**src/rtl/instr_window.sv**
```systemverilog
// Central instruction window of the out-of-order core: dispatch allocates
// entries, writeback marks them executed, commit retires them; tags encode age.
module instr_window #(
  parameter int BUF_SIZE     = 8,
  parameter int BUF_SIZE_LOG = 3,
  parameter int DATA_W       = 32
) (
  input  logic                              clk,
  input  logic                              rst_n,
  input  logic [1:0]                        disp_valid,
  input  logic [2*DATA_W-1:0]               disp_data,
  output logic                              disp_ready,
  output logic [2*BUF_SIZE_LOG-1:0]         disp_idx,
  input  logic [1:0]                        wb_valid,
  input  logic [2*BUF_SIZE_LOG-1:0]         wb_idx,
  input  logic [2*DATA_W-1:0]               wb_result,
  input  logic [1:0]                        cm_valid,
  input  logic [2*BUF_SIZE_LOG-1:0]         cm_idx,
  output logic [2*BUF_SIZE-1:0]             ent_state,
  output logic [(BUF_SIZE_LOG+1)*BUF_SIZE-1:0] ent_tag,
  output logic [DATA_W*BUF_SIZE-1:0]        ent_data,
  output logic [DATA_W*BUF_SIZE-1:0]        ent_result,
  output logic [BUF_SIZE_LOG:0]             free_count
);

  localparam int TW = BUF_SIZE_LOG + 1;
  localparam int BL = BUF_SIZE_LOG;

  typedef enum logic [1:0] {
    S_NOT_USED = 2'b00,
    S_WAITING  = 2'b01,
    S_EXECUTED = 2'b10
  } state_t;

  state_t              state_q  [BUF_SIZE];
  logic [TW-1:0]       tag_q    [BUF_SIZE];
  logic [DATA_W-1:0]   data_q   [BUF_SIZE];
  logic [DATA_W-1:0]   result_q [BUF_SIZE];
  logic [TW-1:0]       free_q;

  logic [BL-1:0]       alloc_idx0;
  logic [BL-1:0]       alloc_idx1;
  logic                found0;
  logic                found1;
  logic                accept;
  logic [1:0]          n_alloc;

  logic [BUF_SIZE-1:0] wb_hit;
  logic [BUF_SIZE-1:0] cm_hit;
  logic [DATA_W-1:0]   wb_val   [BUF_SIZE];
  logic [TW-1:0]       dec      [BUF_SIZE];
  logic [TW-1:0]       n_commit;

  assign disp_ready = (free_q >= TW'(2));
  assign accept     = disp_valid[0] && disp_ready;
  assign n_alloc    = accept ? (disp_valid[1] ? 2'd2 : 2'd1) : 2'd0;
  assign disp_idx   = {alloc_idx1, alloc_idx0};
  assign free_count = free_q;

  // Two lowest free entries, searched on current state only
  always_comb begin
    alloc_idx0 = '0;
    alloc_idx1 = '0;
    found0     = 1'b0;
    found1     = 1'b0;
    for (int i = 0; i < BUF_SIZE; i++) begin
      if (state_q[i] == S_NOT_USED) begin
        if (!found0) begin
          alloc_idx0 = BL'(i);
          found0     = 1'b1;
        end else if (!found1) begin
          alloc_idx1 = BL'(i);
          found1     = 1'b1;
        end
      end
    end
  end

  // Commit sees pre-writeback state, so a same-cycle wb+commit is not freed
  always_comb begin
    n_commit = '0;
    for (int i = 0; i < BUF_SIZE; i++) begin
      wb_hit[i] = 1'b0;
      wb_val[i] = '0;
      cm_hit[i] = 1'b0;
      if (state_q[i] == S_WAITING) begin
        if (wb_valid[0] && wb_idx[0 +: BL] == BL'(i)) begin
          wb_hit[i] = 1'b1;
          wb_val[i] = wb_result[0 +: DATA_W];
        end else if (wb_valid[1] && wb_idx[BL +: BL] == BL'(i)) begin
          wb_hit[i] = 1'b1;
          wb_val[i] = wb_result[DATA_W +: DATA_W];
        end
      end
      if (state_q[i] == S_EXECUTED &&
          ((cm_valid[0] && cm_idx[0 +: BL] == BL'(i)) ||
           (cm_valid[1] && cm_idx[BL +: BL] == BL'(i)))) begin
        cm_hit[i] = 1'b1;
      end
      if (cm_hit[i]) n_commit = n_commit + TW'(1);
    end
  end

  // Each retired younger entry pulls every older survivor's tag down by one
  always_comb begin
    for (int i = 0; i < BUF_SIZE; i++) begin
      dec[i] = '0;
      for (int j = 0; j < BUF_SIZE; j++) begin
        if (cm_hit[j] && tag_q[j] < tag_q[i]) dec[i] = dec[i] + TW'(1);
      end
    end
  end

  always_ff @(posedge clk or negedge rst_n) begin
    if (!rst_n) begin
      for (int i = 0; i < BUF_SIZE; i++) begin
        state_q[i]  <= S_NOT_USED;
        tag_q[i]    <= '0;
        data_q[i]   <= '0;
        result_q[i] <= '0;
      end
      free_q <= TW'(BUF_SIZE);
    end else begin
      for (int i = 0; i < BUF_SIZE; i++) begin
        if (cm_hit[i]) begin
          state_q[i]  <= S_NOT_USED;
          tag_q[i]    <= '0;
          result_q[i] <= '0;
        end else if (accept && alloc_idx0 == BL'(i)) begin
          state_q[i]  <= S_WAITING;
          tag_q[i]    <= TW'(n_alloc);
          data_q[i]   <= disp_data[0 +: DATA_W];
          result_q[i] <= '0;
        end else if (accept && disp_valid[1] && alloc_idx1 == BL'(i)) begin
          state_q[i]  <= S_WAITING;
          tag_q[i]    <= TW'(1);
          data_q[i]   <= disp_data[DATA_W +: DATA_W];
          result_q[i] <= '0;
        end else if (state_q[i] != S_NOT_USED) begin
          tag_q[i] <= tag_q[i] + TW'(n_alloc) - dec[i];
          if (wb_hit[i]) begin
            state_q[i]  <= S_EXECUTED;
            result_q[i] <= wb_val[i];
          end
        end
      end
      free_q <= free_q - TW'(n_alloc) + n_commit;
    end
  end

  for (genvar g = 0; g < BUF_SIZE; g++) begin : g_flatten
    assign ent_state[2*g +: 2]       = state_q[g];
    assign ent_tag[TW*g +: TW]       = tag_q[g];
    assign ent_data[DATA_W*g +: DATA_W]   = data_q[g];
    assign ent_result[DATA_W*g +: DATA_W] = result_q[g];
  end

endmodule
```
**config.mk**
```make
export PLATFORM = sky130hd
export DESIGN_NAME = instr_window
export DESIGN_NICKNAME = d
export VERILOG_FILES = /design/src/rtl/instr_window.sv
export SDC_FILE = /design/constraint.sdc
export NUM_CORES = 2
export LEC_CHECK = 0
export CAP_MARGIN = 30
export CORE_AREA = 3 3 282 284
export DETAILED_ROUTE_END_ITERATION = 7
export DIE_AREA = 0 0 285 287
export GPL_TIMING_DRIVEN = 0
export PLACE_DENSITY = 0.74
export SKIP_CTS_REPAIR_TIMING = 1
export SYNTH_ARGS = -nofsm -noshare
export SYNTH_HDL_FRONTEND = slang
export SYNTH_SLANG_ARGS = --single-unit
```
**constraint.sdc**
```tcl
create_clock -name clk -period 18.35 [get_ports clk]
set_input_delay 2.7525 -clock clk [delete_from_list [all_inputs] [get_ports clk]]
set_output_delay 2.7525 -clock clk [all_outputs]
set_load 0.03 [all_outputs]
```
# Yosys cells after proc, flatten, opt, wreduce, memory -nomap -nowiden
# Index checks and enable logic that the tools add are counted.
dict set report totals {
  ff_bits 564
  inputBits 148
  out_inout_bits 571
}
dict set report classes {
  n_addsub 81
  magnitude_cmp 65
  n_eq_ne 58
  mux 311
  n_bitwise 8
  reduce_logical 192
}
# operator n
set ops {}
lappend ops {{$mux W32} 80}
lappend ops {{$mux W4} 95}
lappend ops {{$lt A4 B4 Y1} 64}
lappend ops {{$add A4 B1 Y4 const B} 63}
lappend ops {{$logic_and A1 B1 Y1} 122}
lappend ops {{$mux W3} 30}
lappend ops {{$mux W2} 42}
lappend ops {{$eq A3 B3 Y1 const B} 24}
lappend ops {{$mux W1} 64}
lappend ops {{$reduce_bool A4 Y1} 16}
lappend ops {{$eq A3 B2 Y1 const B} 12}
lappend ops {{$add A4 B2 Y4} 8}
lappend ops {{$reduce_and A2 Y1} 16}
lappend ops {{$reduce_bool A2 Y1} 16}
lappend ops {{$sub A4 B4 Y4} 8}
lappend ops {{$eq A3 B1 Y1 const B} 6}
lappend ops {{$logic_not A3 Y1} 6}
lappend ops {{$eq A2 B1 Y1 const B} 8}
lappend ops {{$eq A2 B2 Y1 const B} 8}
lappend ops {{$logic_not A2 Y1} 8}
lappend ops {{$logic_or A1 B1 Y1} 8}
lappend ops {{$not A1 Y1} 8}
lappend ops {{$add A4 B4 Y4} 1}
lappend ops {{$ge A4 B2 Y1 const B} 1}
lappend ops {{$sub A4 B2 Y4} 1}

# Depth between registers and ports, before layout
dict set report depth {
  depth_word 27
  mapped_depth 31
  ltp_nobuf 31
}

# Worst setup path after synthesis
# No wires, ideal clock.
dict set report synth_timing {
  kind {in2reg}
  start {in cm_idx[1]}
  end {reg tag_q, in the netlist ent_tag[3]}
  arrival_ns 8.239
  slack_ns 10.038
  cell_stages 25
  n_path_buf 1
  cell_sequence {nor3b_1 a22oi_1 nor3b_1 clkbuf_1 and3_1 ha_1 xnor2_2 inv_1 ha_1 mux2_2 mux2_2 xnor2_1 mux2_2 ha_1 nand2_1 o31a_1 fa_1 ha_1 a21o_1 a21oi_1 xnor2_1 and3b_1 a2111o_1 a21o_1 a21oi_2}
}
dict set report synth_via {
  elab_chain_len 26
  elab_cells_between_ends 69
  classes_between {8 x add/sub; 7 x eq/ne; 20 x mux; 34 x reduce/logical}
}
# element line_no
set synth_lines {}
lappend synth_lines {{start: declaration} 18} ;# input logic [2*BUF_SIZE_LOG-1:0] cm_idx,
lappend synth_lines {{$logic_not A3 Y1} 96} ;# ((cm_valid[0] && cm_idx[0 +: BL] == BL'(i)) ||
lappend synth_lines {{$logic_and A1 B1 Y1} 96}
lappend synth_lines {{$logic_or A1 B1 Y1} 96}
lappend synth_lines {{$logic_and A1 B1 Y1} 95} ;# if (state_q[i] == S_EXECUTED &&
lappend synth_lines {{$mux W1} 95}
lappend synth_lines {{$logic_and A1 B1 Y1} 109} ;# if (cm_hit[j] && tag_q[j] < tag_q[i]) dec[i] = dec[i] + TW'(1);
lappend synth_lines {{$mux W1} 109}
lappend synth_lines {{$add A4 B1 Y4} 109}
lappend synth_lines {{[10 not listed]} -}
lappend synth_lines {{$mux W4} 109}
lappend synth_lines {{$add A4 B1 Y4} 109}
lappend synth_lines {{$mux W4} 109}
lappend synth_lines {{$sub A4 B4 Y4} 140} ;# tag_q[i] <= tag_q[i] + TW'(n_alloc) - dec[i];
lappend synth_lines {{$mux W4} 139} ;# end else if (state_q[i] != S_NOT_USED) begin
lappend synth_lines {{$mux W4} 134} ;# end else if (accept && disp_valid[1] && alloc_idx1 == BL'(i)) begin
lappend synth_lines {{$mux W4} 129} ;# end else if (accept && alloc_idx0 == BL'(i)) begin
lappend synth_lines {{$mux W4} 125} ;# if (cm_hit[i]) begin
lappend synth_lines {{end signal: indexed assignment} 131} ;# tag_q[i] <= TW'(n_alloc);
lappend synth_lines {{end signal: indexed assignment} 140}
lappend synth_lines {{end: declaration} 36} ;# logic [TW-1:0] tag_q [BUF_SIZE];
# Several ways; a longest one is shown, not always the timed one. The select of a mux whose other input is x is not followed.
# A chain may end at the register's enable or synchronous reset.

# Worst setup path in the final report
dict set report layout_timing {
  start {in cm_valid[1]}
  end {reg tag_q, in the netlist ent_tag[7]}
}
dict set report layout_via {
  elab_chain_len 25
  elab_cells_between_ends 61
  classes_between {8 x add/sub; 20 x mux; 33 x reduce/logical}
}
# element line_no
set layout_lines {}
lappend layout_lines {{start: declaration} 17} ;# input logic [1:0] cm_valid,
lappend layout_lines {{$logic_and A1 B1 Y1} 97} ;# (cm_valid[1] && cm_idx[BL +: BL] == BL'(i)))) begin
lappend layout_lines {{$logic_or A1 B1 Y1} 96}
lappend layout_lines {{$logic_and A1 B1 Y1} 95}
lappend layout_lines {{$mux W1} 95}
lappend layout_lines {{$logic_and A1 B1 Y1} 109}
lappend layout_lines {{$mux W1} 109}
lappend layout_lines {{$add A4 B1 Y4} 109}
lappend layout_lines {{$mux W4} 109}
lappend layout_lines {{[9 not listed]} -}
lappend layout_lines {{$mux W4} 109}
lappend layout_lines {{$add A4 B1 Y4} 109}
lappend layout_lines {{$mux W4} 109}
lappend layout_lines {{$sub A4 B4 Y4} 140}
lappend layout_lines {{$mux W4} 139}
lappend layout_lines {{$mux W4} 134}
lappend layout_lines {{$mux W4} 129}
lappend layout_lines {{$mux W4} 125}
# Several ways; a longest one is shown, not always the timed one. The select of a mux whose other input is x is not followed.

==> reports/metrics.csv <==
metric;value;unit
status;finished clean;
clockBufferDepth;3;
grtUsageTotal;34.6;%
end_kind;flip-flop;
ff2ff_setup_slack;11.24;ns
pwr-share-seq;24.9;%
yosys_warnings;0;
p_total;9190;uW
hold_viol;0;
wire_per_inst;26.8;um
dieWidth;285;um
antenna_found_initial;10;
cts.sink_count;564;
nNetsFinal;4743;
layout_commonest_cell;clkdlybuf4s50_1;
synth_area_leaders;dfrtp_1 (41%), mux2i_1 (15%), ha_1 (8.0%);
internal-power;4630;uW
row_count;102;
fin_crit_sh;52.4;%
synth_area_per_cell;9.39;um^2
dieArea;81800;um^2
final_cell_mix;clkdlybuf4s50_1 (589), dfrtp_1 (563), mux2i_1 (517), nand2_1 (400), nor2_1 (325);
overflow;0;
crit_start;cm_valid[1];
skew;0.0494;ns
worst_slew_margin_rel;29.8;%
start_kind;input port;
start_util;44.7;%
wl;146;mm
grt_max_degree;114;
vias;32400;
place_congestion;0.938;
drc;0;
synth_seq_area_share;40.8;%
critPathKind;input port to flip-flop;
grt_pass1_vias;32200;
p_sw_share;49.6;%
dieHeight;287;um
drt_first_pass_iters;5;
syn_inst;3681;
clk_latency;0.65;ns
synth_edf_count;0;
tightest_slew;1.05;ns
place_hpwl;111;mm
syn_to_final_growth;28.5;%
vdd_drop_max;0.138;mV
endpoint;ent_tag[7];
holdCritPathClass;flip-flop to flip-flop;
p_leak;0.0202;uW
cp_num_buf_inv;3;
cts_tree;yes;
syn_area;34600;um^2
cp_data_arrival_time;10.11;ns
post_dp_cell_area;42000;um^2
cts_root_buf;clkbuf_16;
cap_violations;0;
p_per_area;207;nW/um^2
r2r_start;ent_state[3];
p_switching;4560;uW
rsz0062_at_grt;no;
synth_ff_type;dfrtp_1;
holdWs;0.475;ns
yosysTopAreaCell;dfrtp_1;
cp_num_cells;26;
fmax;104;MHz
reg2regPathDepth;25;
synth_top_area_share;40.7;%
fin_setup_tns;0;ns
fin_crit;9.62;ns
synth-seq-cells;564;
port_buffers;590;
core-area;77300;um^2
ant_nets;0;
io_pins;719;
ys_types;96;
drive_above_1_share;4.88;%
grt_pass1_wl;213;mm
crit_top_cell;ha_1;
via_per_inst;5.93;
synthArstFlopShare;100;%
p_comb_share;59.4;%
drv_slew;0;
hold_path_depth;2;
clk_pin_slew;0.06;ns
cp_top_family;compound AO/OA/AOI/OAI gates;
cp_max_fo;10;
worst_path_largest_cell_delay;0.62;ns
cpMaxStageDelayCell;clkbuf_1;
pwr-share-clk;15.7;%
h-tree-depth;3;
cts_buffers;68;
final_cell_area;44400;um^2
r2r-end;free_count[3];
setup_viol;0;
synth_nets;4067;
required;18.84;ns
drt-initial-drc-count;2804;
[sequential cells by signal (all words and copies together) (netlist names)]
register    flops
free_count      4
ent_result    256
ent_data      256
ent_tag        32
ent_state      16
[worst min path at each step]
stage	start	endpoint	slack [ns]
finish	ent_result[94]	ent_result[94]	0.48
global route	ent_result[67]	ent_result[67]	0.50
CTS	ent_result[87]	ent_result[87]	0.48
detailed placement	ent_data[202]	ent_data[202]	0.47
global placement	ent_data[134]	ent_data[134]	0.46
floorplan	ent_result[193]	ent_result[193]	0.65
[cell usage after synthesis (5+ instances only)]
cell type,instances
o21ai_0,323
or2_2,6
dfrtp_1,563
nand3_1,41
clkbuf_1,195
nor2b_1,26
a31o_2,5
nand2b_1,27
xnor2_1,84
nor4_1,5
and3_1,11
ha_1,220
o21a_1,8
buf_1,92
a21oi_1,218
nand2_1,400
nor3_1,29
inv_1,121
a21o_1,22
a22oi_1,5
o22ai_1,6
and4_1,7
mux2i_1,517
buf_2,27
mux2_2,17
o21ai_1,17
o31ai_1,7
or3_1,5
nand4_1,39
nand4b_1,6
nor3b_1,9
xor2_1,38
and2_1,7
fa_1,18
nor2_1,325
o211ai_1,24
a31oi_1,8
a211oi_1,100
[cell families after synthesis]
family / after synthesis / synth area share (%)
fa+ha+maj: 238 / 9.00
buf+inv: 441 / 4.97
compound gates: 794 / 13.5
flops: 564 / 40.8
simple gates: 981 / 12.7
xor+xnor: 128 / 3.43
mux: 535 / 15.6
[tightest hold or removal path, stage by stage, from the launching register on]
cell and delay [ns]:
dfrtp_1 0.34, nand2_1 0.04, o21ai_0 0.06
[stage by stage]
step	cells	util, %	setup WS [ns]
6_report	5458	57.5	8.73
3_5_place_dp	5326	54.3	8.19
5_1_grt	5455	57.5	8.40
3_3_place_gp	5311	54.0	-11.87
4_1_cts	5448	57.4	8.83
2_1_floorplan	3681	-	10.04
[cell type report]
cell class,instances,area (um^2)
inverter,123,462
clock inverter,22,417
timing repair buffer,606,6150
fill,6883,32900
multi-input combinational,2676,18700
sequential,564,14100
antenna,9,22.5
buffer,318,1260
tap,1040,1300
clock buffer,100,1970
[metal layers]
layer	global-route usage [%]	routed length (um)
met2	53.8	64900
met1	43.4	57400
met3	9.08	13500
met4	21.1	10400
met5	0	41
[power by group through the flow]
stage / clock network [uW] / logic (uW) / registers (uW)
after global routing: 1500 / 5830 / 2340
final: 1440 / 5460 / 2290
after floorplan: 0 / 2180 / 3180
after CTS: 1450 / 5420 / 2270
after detailed placement: 0 / 5390 / 2280
after global placement: 0 / 5270 / 2280
No activity file was read; power rests on OpenSTA's default activity.
